--- config.mk ---
export PLATFORM = sky130hd
export DESIGN_NAME = mult_share_arbiter
export DESIGN_NICKNAME = d
export VERILOG_FILES = /design/src/rtl/mult_share_arbiter.sv
export SDC_FILE = /design/constraint.sdc
export NUM_CORES = 1
export LEC_CHECK = 0
export CORE_ASPECT_RATIO = 1.4
export CORE_UTILIZATION = 38
export CTS_CLUSTER_DIAMETER = 30
export DETAILED_ROUTE_END_ITERATION = 7
export HOLD_SLACK_MARGIN = 0.15
export PLACE_DENSITY_LB_ADDON = 0.25
export REMOVE_ABC_BUFFERS = 1
export SLEW_MARGIN = 20
export SYNTH_ARGS = -nofsm -noshare
export SYNTH_HDL_FRONTEND = slang
export SYNTH_SLANG_ARGS = --single-unit
--- constraint.sdc ---
create_clock -name clk -period 1.9 [get_ports clk]
set_input_delay 0.57 -clock clk [delete_from_list [all_inputs] [get_ports clk]]
set_output_delay 0.57 -clock clk [all_outputs]
set_load 0.005 [all_outputs]
--- src/rtl/mult_share_arbiter.sv ---
// Round-robin arbiter that time-shares one sequential signed multiplier among NREQ requesters.
// Latches the winner's operands, sequences start/done, and returns the product with a one-cycle ack.
module mult_share_arbiter #(
    parameter int unsigned NREQ    = 4,
    parameter int unsigned N       = 16,
    parameter int unsigned TIMEOUT = 64
) (
    input  logic                clk,
    input  logic                rst,
    input  logic [NREQ-1:0]     req,
    input  logic [NREQ*N-1:0]   a_in,
    input  logic [NREQ*N-1:0]   b_in,
    output logic [NREQ-1:0]     ack,
    output logic [2*N-1:0]      result,
    output logic                err,
    output logic                busy,
    output logic                mul_start,
    output logic [N-1:0]        mul_mcand,
    output logic [N-1:0]        mul_mplier,
    input  logic [2*N-1:0]      mul_product,
    input  logic                mul_done
);

    localparam int unsigned IW = $clog2(NREQ);
    localparam int unsigned CW = $clog2(TIMEOUT);
    localparam logic [CW-1:0] CntMax = CW'(TIMEOUT - 1);

    typedef enum logic [1:0] {StIdle, StIssue, StWait, StResp} state_e;

    state_e           state_q, state_d;
    logic [IW-1:0]    ptr_q, ptr_d;
    logic [IW-1:0]    gnt_q, gnt_d;
    logic [N-1:0]     mcand_q, mcand_d;
    logic [N-1:0]     mplier_q, mplier_d;
    logic [CW-1:0]    cnt_q, cnt_d;
    logic             done_q, done_d;
    logic [2*N-1:0]   result_q, result_d;
    logic             err_q, err_d;

    logic [IW-1:0]    sel_idx;
    logic [N-1:0]     a_sel;
    logic [N-1:0]     b_sel;
    int               pos;

    // Scan from the highest offset down so the first high request after ptr wins.
    always_comb begin
        sel_idx = '0;
        a_sel   = '0;
        b_sel   = '0;
        pos     = 0;
        for (int k = int'(NREQ) - 1; k >= 0; k--) begin
            pos = int'(ptr_q) + k;
            if (pos >= int'(NREQ)) begin
                pos = pos - int'(NREQ);
            end
            if (req[IW'(pos)]) begin
                sel_idx = IW'(pos);
            end
        end
        for (int i = 0; i < int'(NREQ); i++) begin
            if (sel_idx == IW'(i)) begin
                a_sel = a_in[i*N +: N];
                b_sel = b_in[i*N +: N];
            end
        end
    end

    always_comb begin
        state_d  = state_q;
        ptr_d    = ptr_q;
        gnt_d    = gnt_q;
        mcand_d  = mcand_q;
        mplier_d = mplier_q;
        cnt_d    = cnt_q;
        done_d   = done_q;
        result_d = result_q;
        err_d    = err_q;

        case (state_q)
            StIdle: begin
                if (|req) begin
                    gnt_d    = sel_idx;
                    mcand_d  = a_sel;
                    mplier_d = b_sel;
                    state_d  = StIssue;
                end
            end
            StIssue: begin
                cnt_d   = '0;
                state_d = StWait;
            end
            StWait: begin
                done_d = mul_done;
                cnt_d  = cnt_q + 1'b1;
                // A rising edge in the first WAIT cycle may be left over from the previous op.
                if (mul_done && !done_q && (cnt_q != '0)) begin
                    result_d = mul_product;
                    err_d    = 1'b0;
                    state_d  = StResp;
                end else if (cnt_q == CntMax) begin
                    result_d = '0;
                    err_d    = 1'b1;
                    state_d  = StResp;
                end
            end
            StResp: begin
                ptr_d   = (gnt_q == IW'(NREQ - 1)) ? '0 : gnt_q + 1'b1;
                state_d = StIdle;
            end
            default: begin
                state_d = StIdle;
            end
        endcase
    end

    always_comb begin
        ack = '0;
        if (state_q == StResp) begin
            ack[gnt_q] = 1'b1;
        end
    end

    assign busy       = (state_q != StIdle);
    assign mul_start  = (state_q == StIssue);
    assign mul_mcand  = mcand_q;
    assign mul_mplier = mplier_q;
    assign result     = result_q;
    assign err        = err_q;

    always_ff @(posedge clk) begin
        if (rst) begin
            state_q  <= StIdle;
            ptr_q    <= '0;
            gnt_q    <= '0;
            mcand_q  <= '0;
            mplier_q <= '0;
            cnt_q    <= '0;
            done_q   <= 1'b0;
            result_q <= '0;
            err_q    <= 1'b0;
        end else begin
            state_q  <= state_d;
            ptr_q    <= ptr_d;
            gnt_q    <= gnt_d;
            mcand_q  <= mcand_d;
            mplier_q <= mplier_d;
            cnt_q    <= cnt_d;
            done_q   <= done_d;
            result_q <= result_d;
            err_q    <= err_d;
        end
    end

endmodule

==> results of run 1 <==
==> worst max-delay path, stage by stage (launching register included) <==
cell	delay, ns
sky130_fd_sc_hd__dfxtp_4	0.37
sky130_fd_sc_hd__inv_2	0.04
sky130_fd_sc_hd__ha_1	0.17
sky130_fd_sc_hd__and2_1	0.15
sky130_fd_sc_hd__clkdlybuf4s15_1	0.20
==> metal layers <==
layer | vias up | routed length [um] | track usage [%]
li1 | 1909 | - | -
met1 | 1867 | 4898 | 24.73
met2 | 186 | 6946 | 45.91
met3 | 41 | 1703 | 10.93
met4 | 0 | 531 | 13.39
met5 | - | 0 | 0
==> worst min-delay path by stage <==
stage,startpoint,end,slack [ns],cells past startpoint
after floorplan,err,err,0.45,2
after global placement,mul_mplier[6],mul_mplier[6],0.45,2
after detailed placement,mul_mcand[13],mul_mcand[13],0.45,2
after CTS,mul_mcand[13],mul_mcand[13],0.47,2
after global routing,mul_mplier[7],mul_mplier[7],0.49,2
final,mul_mcand[12],mul_mcand[12],0.47,2
==> layout by cell type (no fill, tap or decap), drive strengths merged, types with 3 or more instances in the layout <==
master and n:
mux2i 71, and2 5, nand2 38, dlygate4sd2 4, o221ai 32, nor2 47
ha 10, xor2 3, nand2b 3, clkbuf 14, a21oi 7, buf 37
clkinvlp 3, dfxtp 78, inv 10, clkdlybuf4s50 226, clkdlybuf4s15 3, a22oi 32
==> power groups by stage <==
| stage | clock [mW] | sequential [mW] | combinational [mW] |
|---|---|---|---|
| 2_1_floorplan | 0 | 2.09 | 1.02 |
| 3_3_place_gp | 0 | 2.10 | 2.36 |
| 3_5_place_dp | 0 | 2.11 | 2.41 |
| 4_1_cts | 1.90 | 2.09 | 2.63 |
| 5_1_grt | 1.98 | 2.13 | 2.78 |
| 6_report | 1.87 | 2.10 | 2.60 |
==> cells in the mapped netlist (2+ instances only) <==
library cell | instances | share of area (%)
sky130_fd_sc_hd__a21oi_1 | 6 | 0.74
sky130_fd_sc_hd__nand4_1 | 2 | 0.31
sky130_fd_sc_hd__inv_1 | 10 | 0.93
sky130_fd_sc_hd__xor2_1 | 3 | 0.65
sky130_fd_sc_hd__buf_12 | 3 | 1.5
sky130_fd_sc_hd__dfxtp_1 | 78 | 39
sky130_fd_sc_hd__buf_2 | 4 | 0.50
sky130_fd_sc_hd__o221ai_1 | 2 | 0.43
sky130_fd_sc_hd__clkbuf_1 | 5 | 0.47
sky130_fd_sc_hd__nor2_1 | 46 | 4.3
sky130_fd_sc_hd__nand2b_1 | 2 | 0.31
sky130_fd_sc_hd__buf_4 | 7 | 1.3
sky130_fd_sc_hd__nand2_1 | 36 | 3.4
sky130_fd_sc_hd__and2_1 | 5 | 0.78
sky130_fd_sc_hd__ha_1 | 10 | 3.1
sky130_fd_sc_hd__a22oi_1 | 32 | 6.0
sky130_fd_sc_hd__o221ai_2 | 30 | 11
sky130_fd_sc_hd__nand2_4 | 2 | 0.56
sky130_fd_sc_hd__mux2i_1 | 71 | 18
sky130_fd_sc_hd__buf_6 | 9 | 2.5
sky130_fd_sc_hd__nand3_1 | 2 | 0.25
==> flip-flops by register name, summed over array words and instances, names as in the netlist <==
register	cells
mul_mplier	16
ptr_q	2
err	1
state_q	2
cnt_q	6
result	32
gnt_q	2
done_q	1
mul_mcand	16
==> what timing repair did <==
| item | 4_1_cts | 5_1_grt |
|---|---|---|
| setup endpoints to repair | 39 | 32 |
| hold buffers | 0 | 0 |
| gates resized for setup | 29 | 15 |
| cloned | 4 | 0 |
| buffers inserted | 8 | 2 |
| pin swaps | 3 | 3 |
==> area by class of cell <==
class | count | area share [%]
repair buffers | 273 | 39.70
multi-input cells | 266 | 30.87
flip-flops and latches | 78 | 21.95
clock buffers | 11 | 3.386
well taps | 138 | 2.408
clock inverters | 5 | 1.152
inverters | 10 | 0.5236
==> stage by stage <==
stage,instances,TNS (ns),hold slack (ns),util [%]
floorplan,354,-69.15,0.4510,-
global placement,753,-18.38,0.4473,64.20
detailed placement,753,-20.01,0.4462,64.20
CTS,781,-0.2349,0.4672,69.37
global route,781,0,0.4889,69.27
finish,781,0,0.4686,69.27
==> logic make-up after synthesis <==
family | Yosys count
adders and majority gates | 10
xor gates and xnor gates | 3
and+or+nand+nor | 103
buffers and inverters | 39
DFF | 78
AOI/OAI and AO/OA | 78
muxes | 72
==> results by stage, run 1 <==
Run status:
- The run finished with clean final reports.

Pwr:
- The final total power is 6.564 mW.
- The clock network is responsible for 28.5% of the overall power.
- IR analysis of the VDD net gives a maximum drop of 0.0005597 V.
- Combinational logic burns 39.6% of the power.
- The fraction of power consumed by sequential logic is 31.9%.
- Net switching is 29.08% of the power.
- The net switching power of the design is 1.909 mW.
- The internal power component is 4.655 mW.
- The ratio of total power to cell area is 915.6 nW/um2.
- The static power due to leakage is 2.635 nW.

Clock tree:
- For this design, the sink count on the clock tree is 78.
- The clock-pin slew reported for the worst setup and hold paths after clock tree synthesis is 0.06 ns.
- The H-tree was split into 3 levels.
- The insertion delay to the later sink of the worst-skew pair is 0.34 ns.
- TritonCTS built the clock tree.
- Counting along the longest clock path gives a buffer depth of 2.
- CTS placed an instance of sky130_fd_sc_hd__clkbuf_16 at the clock tree root.
- In this run, CTS created clock tree buffers numbering 9.

Final layout:
- The area of the multi-input gates is 2213 um2.
- The area taken by flip-flops and latches is 1574 um2.
- Of the cells placed in the final design, the portion with a size suffix greater than 1 is 16.64%.
- The filler cells instantiated in the layout total 798.
- The area of all placed cells without fillers is 7169 um2.
- In the final design database the tool counted 815 nets.
- The area growth from synthesis to layout is 77.84%.
- The number of antenna diodes in the final layout is 0.

Routing:
- The average detailed-routed wire length per instance is 18.03 um.
- The total wire length is 14.08 mm.
- The number of design rule violations left after detail routing is 0.
- For this block, the via count after detailed routing is 4,003.
- Using the TritonRoute via totals, the vias-per-cell ratio works out to 5.125.
- For this block, the initial DRC count from the detailed router was 135.
- The first TritonRoute pass finished after 4 iterations.
- The final antenna-violating net count is 0.

Worst setup path:
- In this run the critical register-to-register path is launched from ptr_q[0].
- The number of cells on the worst reg-to-reg path is 7.
- The critical path ends at ack[1].
- The element type at the critical path end is a primary output.
- The critical path class is reg -> out.
- The data required time at the worst endpoint is 1.33 ns.
- The data arrival time at the worst-slack endpoint is 1.26 ns.
- In this run the worst setup path begins at gnt_q[1].
- The startpoint type of the worst setup path is a flip-flop.
- The slack of the worst reg-to-reg path is 0.21 ns.
- The maximum fanout along the worst path is 4.
- The capture point of the worst reg-to-reg path is mul_mcand[3].

STA:
- The final critical-path required period is 1.834 ns.
- The ratio of final minimum period to clock period is 96.54%.
- Setup repair after global routing left no endpoint under its margin.
- After layout, the worst setup slack is 0.06582 ns.
- Setup violations remaining at the end of the flow were counted as 0.
- The highest achievable clock rate is 545.2 MHz.
- The final max-slew violation count is 0.
- The slew at the pin closest to its max-slew limit is 0.2896 ns.
- The worst setup skew after layout is 0.007374 ns.
- Measured against its own limit, the worst slew margin works out to 80.70%.
- The hold violation count in the final report is 0.

Place:
- The half-perimeter wire length of the detailed placement result is 10.52 mm.
- During placement, the flow inserted port buffers numbering 237.
- The placed cell area is 6645 um2.
- OpenSTA, run right after detailed placement, puts the worst setup slack at -0.4986 ns.
- Routability-driven placement finished with a final weighted congestion of 0.8202.

Global route:
- The number of antenna violations at the first check in global routing is 0.
- Global routing consumed, over all layers together, 25.69% of the routing resources.
- The largest net degree at the start of global routing is 34.
- The via count of the first global-routing pass is 4,112.
- The total congestion overflow after global routing is 0.
- The first global-routing pass estimated 21.00 mm of wire.

Synth:
- In the synthesized netlist, the number of instances is 383.
- The number of different library cells used by synthesis comes to 39.
- The share of the Yosys chip area taken by registers is 38.73%.
- The top flip-flop cell by instance count after synthesis is sky130_fd_sc_hd__dfxtp_1.
- The post-synthesis share of cell area spent on and, or, nand and nor gates is 11.67%.
- The compound-cell area share of the yosys netlist is 20.36%.
- The multiplexer area fraction after synthesis is 17.91%.
- After synthesis, the largest family of logic cells by area is compound AO/OA/AOI/OAI gates.
- The synthesized design contains 0 enable-type register cells.
- After Yosys synthesis, XOR and XNOR cells account for 0.6518% of the synthesized area.
- The average cell area after synthesis is 10.53 um2.
- The synthesized netlist devotes 3.104% of its cell area to adder and majority cells.
- During synthesis, Yosys emitted a total of 0 warnings.
- In this run, synthesis produced a sequential element count of 78.
- Summing every instance area after synthesis gives 4031 um2.
- The proportion of synthesized flip-flops having asynchronous set or reset is 0%.

Floorplanning:
- The die height is 123.9 um.
- During I/O placement, the number of pins put on the boundary was 238.
- The initial utilization of the core area, before any placement, comes to 38.95%.
- After floorplanning, the core was divided into 44 placement rows.
- In this run the standard cell core region covers 10,350 um2.
- The die is 89.05 um wide.
- The floorplan step defined a die boundary enclosing 11,030 um2.

Worst hold path:
- The path class of the tightest hold or removal check is reg -> reg.

Run:
- Across the run, the number of max-cap violations was 0.
No activity file was read; power rests on OpenSTA's default activity.
==> run 2, diff against run 1 <==
--- a/config.mk
+++ b/config.mk
@@ -5,8 +5,9 @@
 export SDC_FILE = /design/constraint.sdc
 export NUM_CORES = 1
 export LEC_CHECK = 0
+export CAP_MARGIN = 20
 export CORE_ASPECT_RATIO = 1.4
-export CORE_UTILIZATION = 38
+export CORE_UTILIZATION = 25
 export CTS_CLUSTER_DIAMETER = 30
 export DETAILED_ROUTE_END_ITERATION = 7
 export HOLD_SLACK_MARGIN = 0.15
==> run 2 against run 1 <==
Compared with the run above: combinational power up 2%; clock power down 4%; register-to-register slack got worse by 0.02 ns; first-iteration DRC count up 5.9%; wire length down 2.1%; via count down 2.1%; critical endpoint is now mul_mplier[13]; largest cell class unchanged; global-route usage shrank 9.1 points; maximum frequency down 0.38%; final cell count increased by 9.0%; setup slack got worse by 0.0070 ns; final area grew 1.8%; count of clock-buffer cells in the layout shrank 2.
==> results by stage, run 2 (synthesized netlist as in run 1, its figures left out) <==
Final layout:
- The fill cell total of the finished layout is 1,520 (+90%).
- From synthesis to final layout, the design area changed by 81.04%.
- The number of flip-flops in the largest register is 32 (unchanged).
- The antenna cell count is 0 (unchanged).
- The number of nets in the layout is 827 (+1.5%).
- The final core area utilization was 46.56% (-23 points).
- Leaving out fill and tap cells, the most frequent cell in the layout is sky130_fd_sc_hd__clkdlybuf4s50_1.
- The ratio of cells with drive above 1 in the final layout is 20.00% (+3.4 points).
- Leaving out fill and tap cells, the most frequent cells in the layout are sky130_fd_sc_hd__clkdlybuf4s50_1 (226), sky130_fd_sc_hd__dfxtp_1 (74), sky130_fd_sc_hd__mux2i_1 (65).

Worst setup path:
- The critical path goes through dlygate4sd2_1, or4_4, buf_4, nand2_4, nor2_4, nand2b_4, buf_12, o221ai_1.
- The data arrival time at the worst-slack endpoint is 2.05 ns (+0.79 ns).
- On the critical path the largest part of the delay comes from simple AND/OR/NAND/NOR gates.
- The delay of the slowest critical-path stage came to 0.51 ns (+0.14 ns).
- The worst setup path is captured at a flip-flop.
- The critical path is of the in -> reg type.
- The worst setup path is launched from an input port.
- The maximum fanout along the worst path came to 10 (+6).
- The slowest library cell on the worst path is sky130_fd_sc_hd__or4_4.
- The data required time at the worst endpoint is 2.11 ns (+0.78 ns).
- The number of buffer and inverter instances along the worst setup path came to 3 (+1).

STA:
- The highest achievable clock rate came to 543.1 MHz (-0.38%).
- The ratio of final minimum period to clock period is 96.90% (+0.37 points).
- The final max-slew violation count is 0 (unchanged).
- The slew at the pin closest to its max-slew limit is 0.4045 ns (+0.1149 ns).
- The number of setup violations in the final report is 0 (unchanged).
- The worst slew slack as a fraction of its limit came to 73.03% (-7.7 points).
- The final critical-path required period was 1.841 ns (+0.006953 ns).
- The hold violation count in the final report is 0 (unchanged).
- The worst setup skew after layout is 0.008713 ns (+0.001339 ns).

Global route:
- The total congestion overflow after global routing is 0 (unchanged).
- The global router's overall resource usage is 16.60% (-9.1 points).
- The global-route wire length before repair is 21.09 mm (+0.43%).
- The largest net degree at the start of global routing is 40 (+18%).
- The via count of the first global-routing pass was 4,173 (+1.5%).
- The number of antenna violations at the first check in global routing is 0 (unchanged).

Clock tree:
- The level count of the clock H-tree is 3 (unchanged).
- The clock sink count is 78 (unchanged).
- The number of buffers created by CTS was 9 (unchanged).
- The TritonCTS clock tree is yes.
- The clock-pin slew reported for the worst setup and hold paths after clock tree synthesis is 0.06 ns (about the same).
- Clock tree synthesis selected as its root buffer the cell sky130_fd_sc_hd__clkbuf_16.
- The number of buffers between clock root and the deepest sink was 2 (unchanged).
- The insertion delay to the later sink of the worst-skew pair is 0.34 ns (about the same).

Floorplanning:
- The area inside the core boundary is 15,680 um2 (+51%).
- The initial core utilization came to 25.72% (-13 points).
- The die height is 152.3 um (+23%).
- The number of standard-cell rows in the floorplan is 54 (+23%).
- The count of boundary I/O pins was 238 (unchanged).
- The die area came to 16,640 um2 (+51%).
- The die width was 109.3 um (+23%).

Routing:
- The number of iterations in the first detailed-routing pass is 4 (unchanged).
- The number of design rule violations left after detail routing is 0 (unchanged).
- The violation count after the first detailed-routing iteration was 143 (+5.9%).
- The via total after detailed routing is 3,918 (-2.1%).
- The final antenna-violating net count is 0 (unchanged).
- The total wire length is 13.79 mm (-2.1%).
- The average via count per standard cell is 4.604 (-10%).
- The average detailed-routed wire length per instance is 16.20 um (-10%).

Run status:
- The run finished with clean final reports.

Pwr:
- The static power due to leakage came to 2.685 nW (+1.9%).
- The ratio of total power to cell area is 891.9 nW/um2 (-2.6%).
- The final total power is 6.509 mW (-0.84%).
- The worst IR drop on VDD was 0.0005794 V (+3.5%).

Place:
- The global placer's final weighted congestion is 0.7305 (-11%).
- The half-perimeter wire length of the detailed placement result is 10.37 mm (-1.4%).
- The total of buffers placed on input and output ports was 237 (unchanged).

Worst hold path:
- The worst hold-check path type is reg -> reg.

Run:
- The number of maximum-capacitance constraint violations is 0 (unchanged).
==> run 2: changes by cell type in the layout (fill, tap and decap cells not counted), moves of 2 or more <==
cell                              before  now
sky130_fd_sc_hd__inv_8                 0    2
sky130_fd_sc_hd__nand2_2               0    2
sky130_fd_sc_hd__mux2i_1              70   65
sky130_fd_sc_hd__mux2i_2               0    4
sky130_fd_sc_hd__buf_2                 1    3
sky130_fd_sc_hd__nand2_1              36   34
sky130_fd_sc_hd__buf_16                3    1
sky130_fd_sc_hd__buf_4                17   32
sky130_fd_sc_hd__clkdlybuf4s15_1       3    0
==> run 2: per-stage QoR <==
step,hold WS (ns),setup WS [ns],instance area [um2],instances,setup TNS (ns)
floorplan,0.4510,-2.105,3764,354,-69.15
CTS,0.4693,-0.02923,7263,845,-0.02923
global route,0.4857,-0.0002220,7298,851,-0.0002220
finish,0.4666,0.05887,7298,851,0
global placement,0.4450,-0.4924,6813,822,-21.50
detailed placement,0.4508,-0.5102,6813,822,-23.05
==> run 2: per-layer routing <==
metal  GRT usage (%)  part of all wire [%]
met4           6.159                   2.4
met2           33.06                    57
met1           16.11                    36
met3           3.208                   4.5
met5               0                     0
==> run 2: power by group <==
| group | switching (mW) | internal, mW | total, mW |
|---|---|---|---|
| sequential | 0.166 | 1.91 | 2.08 |
| clock | 0.750 | 1.04 | 1.79 |
| combinational | 1.07 | 1.58 | 2.64 |
==> run 2: area by class of cell <==
cell class	count	area [um2]	area share (%)
tap	196	245.2	3.360
multi-input combinational	266	2252	30.86
sequential	78	1572	21.53
inverter	10	40.04	0.5486
clock inverter	7	81.33	1.114
clock buffer	9	225.2	3.086
timing repair buffer	285	2883	39.50
==> run 2: what timing repair did <==
item                       4_1_cts  5_1_grt
pin swaps                        3        2
gates cloned                     2        0
resized for setup               37       17
buffers inserted                 5        7
hold buffers                     0        0
setup endpoints to repair       40       21
==> run 2: worst min-delay path, cell delays in order, from the launching register on <==
cell	delay, ns
sky130_fd_sc_hd__dfxtp_1	0.33
sky130_fd_sc_hd__nand2_1	0.06
sky130_fd_sc_hd__o221ai_2	0.05
==> run 2: final timing paths <==
kind,slack (ns),start,end,depth (start not counted)
worst max-delay path,0.06,req[3],mul_mplier[13],8
worst max register to register,0.19,ptr_q[1],mul_mplier[14],7
worst min register to register,0.47,mul_mplier[5],mul_mplier[5],2
worst min-delay path,0.47,mul_mplier[5],mul_mplier[5],2
==> run 3, diff against run 2 <==
==> constraint.sdc (replaced) <==
create_clock -name clk -period 2 [get_ports clk]
set_input_delay 0.6 -clock clk [delete_from_list [all_inputs] [get_ports clk]]
set_output_delay 0.6 -clock clk [all_outputs]
set_load 0.005 [all_outputs]
==> run 3 against run 2 <==
Compared with the run above: critical path depth rose by 1; setup slack improved by 0.014 ns; wire length decreased by 1.1%; final area up 1.4%; worst hold slack got worse by 0.0046 ns; global-route usage rose by 0.26 points; critical path type unchanged; largest cell class unchanged; largest power group unchanged; highest routed layer unchanged.
==> results by stage, run 3 (synthesized netlist as in run 1, its figures left out) <==
Place:
- The placed cell area is 6793 um2 (-0.29%).
- The worst setup slack after placement was -0.4560 ns (+0.05424 ns).
- The total of buffers placed on input and output ports is 237 (unchanged).
- The global placer's final weighted congestion was 0.7710 (+5.5%).
- The half-perimeter wire length of the detailed placement result was 10.32 mm (-0.56%).

Routing:
- The average via count per standard cell is 4.611 (+0.15%).
- The average detailed-routed wire length per instance is 16.09 um (-0.73%).
- The total wire length is 13.64 mm (-1.1%).
- The violation count after the first detailed-routing iteration is 159 (+11%).
- The number of iterations in the first detailed-routing pass is 4 (unchanged).
- The number of design rule violations left after detail routing is 0 (unchanged).
- The via total after detailed routing was 3,910 (-0.20%).
- The final antenna-violating net count is 0 (unchanged).

Final layout:
- The antenna cell count was 0 (unchanged).
- The number of flip-flops in the largest register is 32 (unchanged).
- From synthesis to final layout, the design area changed by 83.58%.
- The number of nets in the layout is 824 (-0.36%).
- The library cells used most frequently in the layout, excluding fill and tap cells, are sky130_fd_sc_hd__clkdlybuf4s50_1 (226), sky130_fd_sc_hd__dfxtp_1 (74), sky130_fd_sc_hd__mux2i_1 (61).
- The library cell used most frequently in the layout, excluding fill and tap cells, is sky130_fd_sc_hd__clkdlybuf4s50_1.
- The area of all placed cells without fillers is 7401 um2 (+1.4%).
- The ratio of cells with drive above 1 in the final layout came to 18.71% (-1.3 points).

Floorplanning:
- The number of standard-cell rows in the floorplan is 54 (unchanged).
- The die height was 152.3 um (unchanged).
- The initial core utilization came to 25.72% (unchanged).
- The count of boundary I/O pins is 238 (unchanged).
- The die area is 16,640 um2 (unchanged).
- The die width was 109.3 um (unchanged).
- The area inside the core boundary came to 15,680 um2 (unchanged).

STA:
- The ratio of final minimum period to clock period is 96.36%.
- For this run, the top clock speed supported by timing is 518.9 MHz.
- The worst hold slack was 0.4620 ns (-0.004625 ns).
- The slew at the pin closest to its max-slew limit came to 0.4202 ns (+0.01566 ns).
- The hold violation count in the final report is 0 (unchanged).
- The worst setup skew after layout is 0.007916 ns (-0.0007970 ns).
- The least setup slack across all paths after layout is 0.07284 ns (+0.01397 ns).
- The worst slew slack as a fraction of its limit is 71.99% (-1.0 points).
- Setup repair after global routing left no endpoint under its margin.
- The final max-slew violation count is 0 (unchanged).
- The number of setup violations in the final report was 0 (unchanged).
- Subtracting the final worst setup slack from the clock period gives 1.927 ns.

Pwr:
- The ratio of total power to cell area is 841.4 nW/um2 (-5.7%).
- The relative contribution of combinational cells to total power is 39.6% (-1.0 points).
- The final total power came to 6.227 mW (-4.3%).
- The static power due to leakage came to 2.733 nW (+1.8%).
- The switching power as a share of total power is 29.19% (-1.3 points).
- The worst IR drop on VDD is 0.0003621 V (-38%).
- The internal power component is 4.410 mW (-2.6%).
- The part of the power in the clock network is 28.5% (+1.1 points).
- The net switching power of the design came to 1.818 mW (-8.3%).
- The fraction of power consumed by sequential logic was 31.9% (about the same).

Clock tree:
- The clock sink count is 78 (unchanged).
- The quantity of hold-fixing buffers added after cts is 0 (unchanged).
- The root buffer cell chosen for the clock tree is sky130_fd_sc_hd__clkbuf_16.
- The clock-pin slew reported for the worst setup and hold paths after clock tree synthesis is 0.06 ns (about the same).
- The TritonCTS clock tree is yes.
- The level count of the clock H-tree is 3 (unchanged).
- The number of buffers created by CTS is 9 (unchanged).
- The insertion delay to the later sink of the worst-skew pair is 0.33 ns (about the same).
- The number of buffers between clock root and the deepest sink is 2 (unchanged).

Global route:
- The global router's overall resource usage was 16.86% (+0.26 points).
- The met3 demand-to-capacity share in global routing is 3.422% (+0.21 points).
- The global-route met1 utilization is 16.92% (+0.81 points).
- The number of antenna violations at the first check in global routing is 0 (unchanged).
- The global-route wire length before repair is 21.61 mm (+2.5%).
- The largest net degree at the start of global routing is 41 (+2.5%).
- The global-route track usage on met2 is 32.61% (-0.45 points).
- The via count of the first global-routing pass came to 4,280 (+2.6%).
- After global routing, the most crowded layer is met2.
- The total congestion overflow after global routing is 0 (unchanged).

Worst setup path:
- The slowest library cell on the worst path is sky130_fd_sc_hd__dlygate4sd2_1.
- STA classifies the critical path endpoint as a flip-flop.
- The delay of the slowest critical-path stage was 0.28 ns (-0.23 ns).
- The startpoint type of the worst setup path is an input port.
- The critical path is of the in -> reg type.
- The critical path goes through dlygate4sd2_1, nand2_1, nand3b_1, a2bb2oi_4, buf_12, buf_12, buf_12, mux2i_1, o221ai_2.
- The data required time at the worst endpoint came to 2.21 ns (+0.10 ns).
- The maximum fanout along the worst path is 12 (+2).
- The most common cell type on the critical path is sky130_fd_sc_hd__buf_12.
- The data arrival time at the worst-slack endpoint is 2.14 ns (+0.09 ns).

Run status:
- The flow ran to the end, and the final reports show no timing, DRC or antenna violations.

Run:
- The number of maximum-capacitance constraint violations came to 0 (unchanged).

Worst hold path:
- The worst hold-check path type is reg -> reg.
## run 3: cell count changes in the layout (fill, tap and decap cells not counted), moves of 3 or more
cell,change
sky130_fd_sc_hd__buf_4,-8
sky130_fd_sc_hd__mux2i_1,-4
sky130_fd_sc_hd__dlygate4sd2_1,+3
sky130_fd_sc_hd__clkbuf_2,-4
## run 3: path summary, 6_finish.rpt
| path | slack, ns | to | from | cells past startpoint |
|---|---|---|---|---|
| setup / recovery | 0.07 | mul_mplier[5] | req[0] | 9 |
| hold / removal | 0.46 | mul_mplier[1] | mul_mplier[1] | 2 |
| setup reg to reg | 0.16 | mul_mplier[5] | ptr_q[0] | 8 |
| hold reg to reg | 0.46 | mul_mplier[1] | mul_mplier[1] | 2 |
## run 3: power by group through the flow
stage	Clock, mW	Combinational, mW	Sequential (mW)
floorplan	0	0.965	1.99
global placement	0	2.29	1.99
detailed placement	0	2.33	1.99
CTS	1.84	2.49	1.98
global route	1.91	2.67	2.01
finish	1.77	2.47	1.99
## run 3: critical path: cells and delay by family
kind,cells,cell delay (ns)
buffers and inverters,4,0.70
AO/OA/AOI/OAI,2,0.31
multiplexers,1,0.26
AND/OR/NAND/NOR,2,0.25
## run 3: layer usage
metal / wire length, um / vias to the layer above
met3: 647 / 24
met2: 7689 / 112
met5: 0 / -
met1: 4922 / 1841
li1: - / 1933
met4: 382 / 0
## run 3: area by class of cell
cell class	instances	area [um2]
fillers	1476	8274
repair buffers	282	2947
multi-input cells	266	2278
flip-flops and latches	78	1572
well taps	196	245.2
clock buffers	10	229.0
clock inverters	6	92.59
inverters	10	37.54
## run 3: per-stage QoR
step,setup TNS (ns),cells,utilization [%]
6_report,0,848,47.21
5_1_grt,0,848,47.21
4_1_cts,-0.1149,847,47.03
3_5_place_dp,-17.06,821,43.33
3_3_place_gp,-16.81,821,43.33
2_1_floorplan,-66.84,354,-
## run 3: repair_timing
action / in CTS / in global routing
setup buffers: 7 / 1
pin swaps: 3 / 1
endpoints found under the setup margin: 38 / 27
resized for setup: 40 / 8
cloned: 3 / 0
